===== src/rtl/serializer49to10_pkg.sv =====
// serializer49to10_pkg: shared gearbox constants for the 49<->10 serializer/deserializer pair.
package serializer49to10_pkg;

    localparam int IN_W      = 49;
    localparam int OUT_W     = 10;
    localparam int FRAME_IN  = 10;
    localparam int FRAME_OUT = 49;
    localparam int BUF_W     = IN_W + OUT_W - 1;
    localparam int CNT_W     = $clog2(BUF_W + 1);

    // Wire order of the serial stream: bit 0 of every word goes out first.
    typedef enum logic {
        LSB_FIRST = 1'b0,
        MSB_FIRST = 1'b1
    } bit_order_e;

    localparam bit_order_e BIT_ORDER = LSB_FIRST;

endpackage


===== src/rtl/serializer49to10_if.sv =====
// serializer49to10_if: payload-side and line-side valid/ready bundle of the gearbox.
interface serializer49to10_if;
    import serializer49to10_pkg::*;

    logic [IN_W-1:0]  in_data;
    logic             in_valid;
    logic             in_ready;
    logic [OUT_W-1:0] out_data;
    logic             out_valid;
    logic             out_ready;
    logic             out_sof;
    logic             out_eof;

    modport slave (
        input  in_data, in_valid, out_ready,
        output in_ready, out_data, out_valid, out_sof, out_eof
    );

    modport master (
        output in_data, in_valid, out_ready,
        input  in_ready, out_data, out_valid, out_sof, out_eof
    );

endinterface


===== src/rtl/serializer49to10_frame_ctr.sv =====
// gearbox_frame_ctr: wrapping 0..N-1 word index with first/last flags decoded from the register.
module gearbox_frame_ctr #(
    parameter int N = 49,
    localparam int W = (N > 1) ? $clog2(N) : 1
) (
    input  logic clk,
    input  logic rst_n,
    input  logic inc_i,
    output logic first_o,
    output logic last_o
);

    logic [W-1:0] idx_q, idx_d;

    always_comb idx_d = !inc_i ? idx_q : (idx_q == W'(N - 1)) ? '0 : idx_q + 1'b1;

    always_ff @(posedge clk) begin
        if (!rst_n) idx_q <= '0;
        else        idx_q <= idx_d;
    end

    assign first_o = (idx_q == '0);
    assign last_o  = (idx_q == W'(N - 1));

endmodule


===== src/rtl/serializer49to10.sv =====
// serializer49to10: 49-bit to 10-bit LSB-first width gearbox with valid/ready on both sides.
module serializer49to10
    import serializer49to10_pkg::*;
(
    input  logic               clk,
    input  logic               rst_n,
    serializer49to10_if.slave  io
);

    if (IN_W * FRAME_IN != OUT_W * FRAME_OUT || IN_W < OUT_W) begin : g_bad_cfg
        $error("serializer49to10: inconsistent frame geometry");
    end

    logic [BUF_W-1:0] buf_q, buf_d, shifted;
    logic [CNT_W-1:0] cnt_q, cnt_d, r;
    logic             pop, push, first, last;

    assign io.out_data  = buf_q[OUT_W-1:0];
    assign io.out_valid = (cnt_q >= CNT_W'(OUT_W));
    // Ready whenever the residue left after this cycle's pop leaves room for a whole word.
    assign io.in_ready  = (cnt_q < CNT_W'(OUT_W)) || ((cnt_q < CNT_W'(2 * OUT_W)) && io.out_ready);
    assign io.out_sof   = io.out_valid && first;
    assign io.out_eof   = io.out_valid && last;
    assign pop          = io.out_valid && io.out_ready;
    assign push         = io.in_valid && io.in_ready;

    // Bits above cnt are always zero, so the new word can simply be OR-ed in at the residue edge.
    always_comb begin
        shifted = pop ? (buf_q >> OUT_W) : buf_q;
        r       = pop ? (cnt_q - CNT_W'(OUT_W)) : cnt_q;
        buf_d   = push ? (shifted | (BUF_W'(io.in_data) << r)) : shifted;
        cnt_d   = push ? (r + CNT_W'(IN_W)) : r;
    end

    always_ff @(posedge clk) begin
        if (!rst_n) begin
            buf_q <= '0;
            cnt_q <= '0;
        end else begin
            buf_q <= buf_d;
            cnt_q <= cnt_d;
        end
    end

    gearbox_frame_ctr #(.N(FRAME_OUT)) u_ocnt (
        .clk     (clk),
        .rst_n   (rst_n),
        .inc_i   (pop),
        .first_o (first),
        .last_o  (last)
    );

endmodule


===== src/flat_wrapper.sv =====
// flat-port wrapper written by rule: the top's interface ports become plain ports
module serializer49to10_flat import serializer49to10_pkg::*;
  (clk, rst_n, io_in_data, io_in_valid, io_out_ready, io_in_ready, io_out_data, io_out_valid, io_out_sof, io_out_eof);
  serializer49to10_if io_i ();
  input  logic clk;
  input  logic rst_n;
  input wire logic [$bits(io_i.in_data)-1:0] io_in_data;
  input wire logic [$bits(io_i.in_valid)-1:0] io_in_valid;
  input wire logic [$bits(io_i.out_ready)-1:0] io_out_ready;
  output wire logic [$bits(io_i.in_ready)-1:0] io_in_ready;
  output wire logic [$bits(io_i.out_data)-1:0] io_out_data;
  output wire logic [$bits(io_i.out_valid)-1:0] io_out_valid;
  output wire logic [$bits(io_i.out_sof)-1:0] io_out_sof;
  output wire logic [$bits(io_i.out_eof)-1:0] io_out_eof;
  assign io_i.in_data = io_in_data;
  assign io_i.in_valid = io_in_valid;
  assign io_i.out_ready = io_out_ready;
  assign io_in_ready = io_i.in_ready;
  assign io_out_data = io_i.out_data;
  assign io_out_valid = io_i.out_valid;
  assign io_out_sof = io_i.out_sof;
  assign io_out_eof = io_i.out_eof;
  serializer49to10 u_core (.clk(clk), .rst_n(rst_n), .io(io_i));
endmodule

===== config.mk =====
export PLATFORM = sky130hd
export DESIGN_NAME = serializer49to10_flat
export DESIGN_NICKNAME = d
export VERILOG_FILES = /design/src/rtl/serializer49to10_pkg.sv /design/src/rtl/serializer49to10_if.sv /design/src/rtl/serializer49to10_frame_ctr.sv /design/src/rtl/serializer49to10.sv /design/src/flat_wrapper.sv
export SDC_FILE = /design/constraint.sdc
export NUM_CORES = 1
export LEC_CHECK = 0
export BUFFER_PORTS_ARGS = -buffer_cell sky130_fd_sc_hd__clkbuf_2
export CORE_MARGIN = 3
export CORE_UTILIZATION = 40
export CTS_CLUSTER_SIZE = 25
export DETAILED_ROUTE_END_ITERATION = 7
export GPL_TIMING_DRIVEN = 0
export PLACE_DENSITY = 0.69
export SYNTH_ARGS = -nofsm -noshare
export SYNTH_HDL_FRONTEND = slang
export SYNTH_SLANG_ARGS = --single-unit

===== constraint.sdc =====
create_clock -name clk -period 6.6 [get_ports clk]
set_input_delay 1.32 -clock clk [delete_from_list [all_inputs] [get_ports clk]]
set_output_delay 1.32 -clock clk [all_outputs]
set_load 0.02 [all_outputs]

==> impl_metrics.csv <==
group,metric,value,unit
timing,finClkSkew,5.35,ps
global_route,grtUsageTotal,0.269,
timing,min_period,4220,ps
timing,period_share,0.639,
power,ir_worst_vdd,252,uV
power,p_leak,0.00264,uW
synthesis,synth_common_cells,"nand2_1, dfxtp_1, mux2i_1",
worst_setup_path,r2r_start,"u_core.cnt_q[2]",
synthesis,syn-num-nets,749,
cts,cts_tree,"done",
final_layout,drive_gt1_frac,0.201,
final_layout,nFillCells,1422,
cts,cts.htree.levels,3,
synthesis,synthAdderAreaFrac,0.0106,
route,dr.pass1.iters,7,
worst_setup_path,r2r-end,"u_core.buf_q[46]",
synthesis,synth-xor-area-share,0.0149,
global_route,grt_max_degree,13,
worst_setup_path,cp_max_fo,10,
outcome,status,"finished clean",
timing,setup_viol,0,
cts,cts_buffers,9,
global_route,use_met2,0.406,
synthesis,synth_flop_cell,"dfxtp_1",
global_route,grt_pass1_wl,34000,um
worst_setup_path,slowest_stage,"a221oi_1",
cts,cts_root_buffer,"clkbuf_16",
power,powerDensity,623,nW/um2
synthesis,synthArstFlopShare,0,
route,wirelength,21900,um
synthesis,yosysMostFrequentCell,"nand2_1",
synthesis,synth_largest_area_cell,"dfxtp_1",
cts,clk_pin_slew_worst_paths,60,ps
global_route,use_met3,0.0493,
floorplan,core_area,14100,um2
synthesis,post-synth-top-area-fraction,0.239,
floorplan,initial_utilization,0.415,
run,cap_violations,0,
hold_path,hp-class,"reg2reg",
floorplan,die-area,16200,um2
route,ant_nets,0,
final_layout,syn_to_final_growth,14.3,%
synthesis,netlist_area,5880,um2
final_layout,fin_nets,825,
power,p_int,1910,uW
synthesis,ys_seq_elements,70,
global_route,grt_pass1_vias,5752,
timing,rsz0062_at_grt,"no",
synthesis,synth_warnings,0,
synthesis,synth_compound_area_frac,0.232,
global_route,antenna_found_initial,0,
timing,clock.fmax,237,MHz
floorplan,rows,43,
final_layout,diodes,0,
global_route,grt.busiest_layer,"met2",
worst_setup_path,critPathKind,"reg2reg",
route,routed_via_density,6.55,
worst_setup_path,startpoint,"u_core.cnt_q[2]",
placed_design,port-buffer-count,65,
timing,hold_viol,0,
worst_setup_path,critPathMaxStageDelay,740,ps
worst_setup_path,reg2reg_depth,11,
global_route,use_met1,0.387,
worst_setup_path,r2r_slack,2380,ps
route,avgRoutedWirePerCell,23.0,um
cts,insertion_delay,340,ps
placed_design,dp_hpwl,17200,um
timing,tightestPinTransition,1110,ps
synthesis,synthMuxAreaShare,0.277,
power,switching_share,0.544,
timing,maxSlewViolCount,0,
worst_setup_path,arrival,4470,ps
timing,maxSlewHeadroom,0.256,
floorplan,chipHeight,127,um
worst_setup_path,worstSetupEndpointType,"register",
final_layout,fin_util,0.475,
global_route,overflow,0,
worst_setup_path,crit_end,"u_core.buf_q[46]",
cts,clockBufferDepth,2,
synthesis,yosys.area_share.simple,0.165,
timing,fin_tns_setup,0,ps
floorplan,fp.dieW,127,um
route,routed-via-count,6226,
route,drt-initial-drc-count,904,
placed_design,globalplace.congestion,1.02,
cts,postCtsSetupBuffers,0,
power,seqPwrFrac,0.153,
synthesis,synthDistinctLibCells,55,
worst_setup_path,cp-start-kind,"register",
cts,clock-sinks,70,
floorplan,io_pins,67,
route,drcViolationCount,0,
synthesis,synth_edf_count,0,
power,p_clk_frac,0.113,
synthesis,synthTopCellsByArea,"dfxtp_1, mux4_2, mux2i_1, nand2_1, a22oi_1",
synthesis,post_synth_inst_count,691,
worst_setup_path,required,6850,ps
synthesis,synth_seq_area_share,0.239,
power,combinationalPowerShare,0.734,
synthesis,synth_top_family_by_area,"multiplexers",
cts,cts_hold_buf,0,
worst_setup_path,path_cells,"inv_1 -> ha_1 -> and3b_1 -> o41ai_4 -> mux2i_1 -> buf_2 -> mux4_2 -> mux2i_1 -> a221oi_1 -> a22oi_1 -> a221oi_1",
cts,cts_resized,0,
synthesis,avgSynthCellArea,8.50,um2
power,p_switching,2280,uW
-- worst max-delay path: cells and delay by family (launching register included) --
kind                       cells  cell delay, ps
AOI/OAI and AO/OA              4            1860
adders and majority gates      1             180
buffers and inverters          2             480
DFF                            1             370
muxes                          3            1010
and+or+nand+nor                1             220
-- how the worst min path moves through the flow --
stage | from | end | slack, ps | depth (start not counted)
after floorplan | u_core.buf_q[10] | u_core.buf_q[0] | 450 | 2
after global placement | u_core.buf_q[10] | u_core.buf_q[0] | 460 | 2
after detailed placement | u_core.buf_q[10] | u_core.buf_q[0] | 470 | 2
after CTS | u_core.buf_q[10] | u_core.buf_q[0] | 480 | 2
after global routing | u_core.buf_q[10] | u_core.buf_q[10] | 500 | 2
final | u_core.buf_q[10] | u_core.buf_q[0] | 480 | 2
-- cells in the final DEF (no fill, tap or decap), types with 10 or more instances in the layout --
| master | instances |
|---|---|
| nand2_1 | 145 |
| dfxtp_1 | 70 |
| clkbuf_2 | 65 |
| mux2i_1 | 56 |
| a22oi_1 | 47 |
| mux4_2 | 45 |
| clkbuf_1 | 38 |
| nor2_1 | 31 |
| a21oi_1 | 30 |
| a31oi_1 | 20 |
| o21ai_0 | 19 |
| inv_1 | 15 |
| nand3_1 | 11 |
| buf_2 | 10 |
| o211ai_1 | 10 |
| buf_4 | 10 |
-- metal layers --
| layer | vias to the layer above | wire [um] |
|---|---|---|
| li1 | 2779 | - |
| met1 | 2949 | 9240 |
| met2 | 436 | 9460 |
| met3 | 62 | 2480 |
| met4 | 0 | 697 |
| met5 | - | 0 |
-- state kept, by name, indices dropped and copies added, names as in the netlist --
name,cells
u_core.buf_q,58
u_core.cnt_q,6
u_core.u_ocnt.idx_q,6
-- power by group through the flow --
stage               clock network, uW  logic, uW  registers (uW)
floorplan                           0       2030             625
global placement                    0       2940             646
detailed placement                  0       2930             647
CTS                               475       2950             640
global route                      491       3220             655
finish                            473       3070             642
-- through the flow --
stage / hold WS (ps) / area [um2] / power (uW) / setup WS, ps / cells
5_1_grt: 498 / 6720 / 4370 / 2150 / 951
3_3_place_gp: 456 / 6430 / 3590 / 2340 / 936
4_1_cts: 476 / 6720 / 4060 / 2440 / 951
3_5_place_dp: 467 / 6430 / 3580 / 2320 / 936
2_1_floorplan: 447 / 5880 / 2650 / 3310 / 691
6_report: 475 / 6720 / 4190 / 2380 / 951
-- final cells by class --
cell class	instances	area [um2]	area share
buffer	67	302	0.0449
clock buffer	9	225	0.0335
clock inverter	6	63.8	0.00950
inverter	16	60.1	0.00894
multi-input combinational	538	4110	0.612
sequential	70	1400	0.209
tap	180	225	0.0335
timing repair buffer	65	325	0.0484
-- cell families (layout without fill, tap and decap cells) --
logic type | after synthesis | after routing
simple gates | 226 | 226
compound gates | 191 | 191
mux | 106 | 106
buf+inv | 83 | 163
flops | 70 | 70
xor+xnor | 10 | 10
fa+ha+maj | 5 | 5
(Power assumes the default switching activity.)
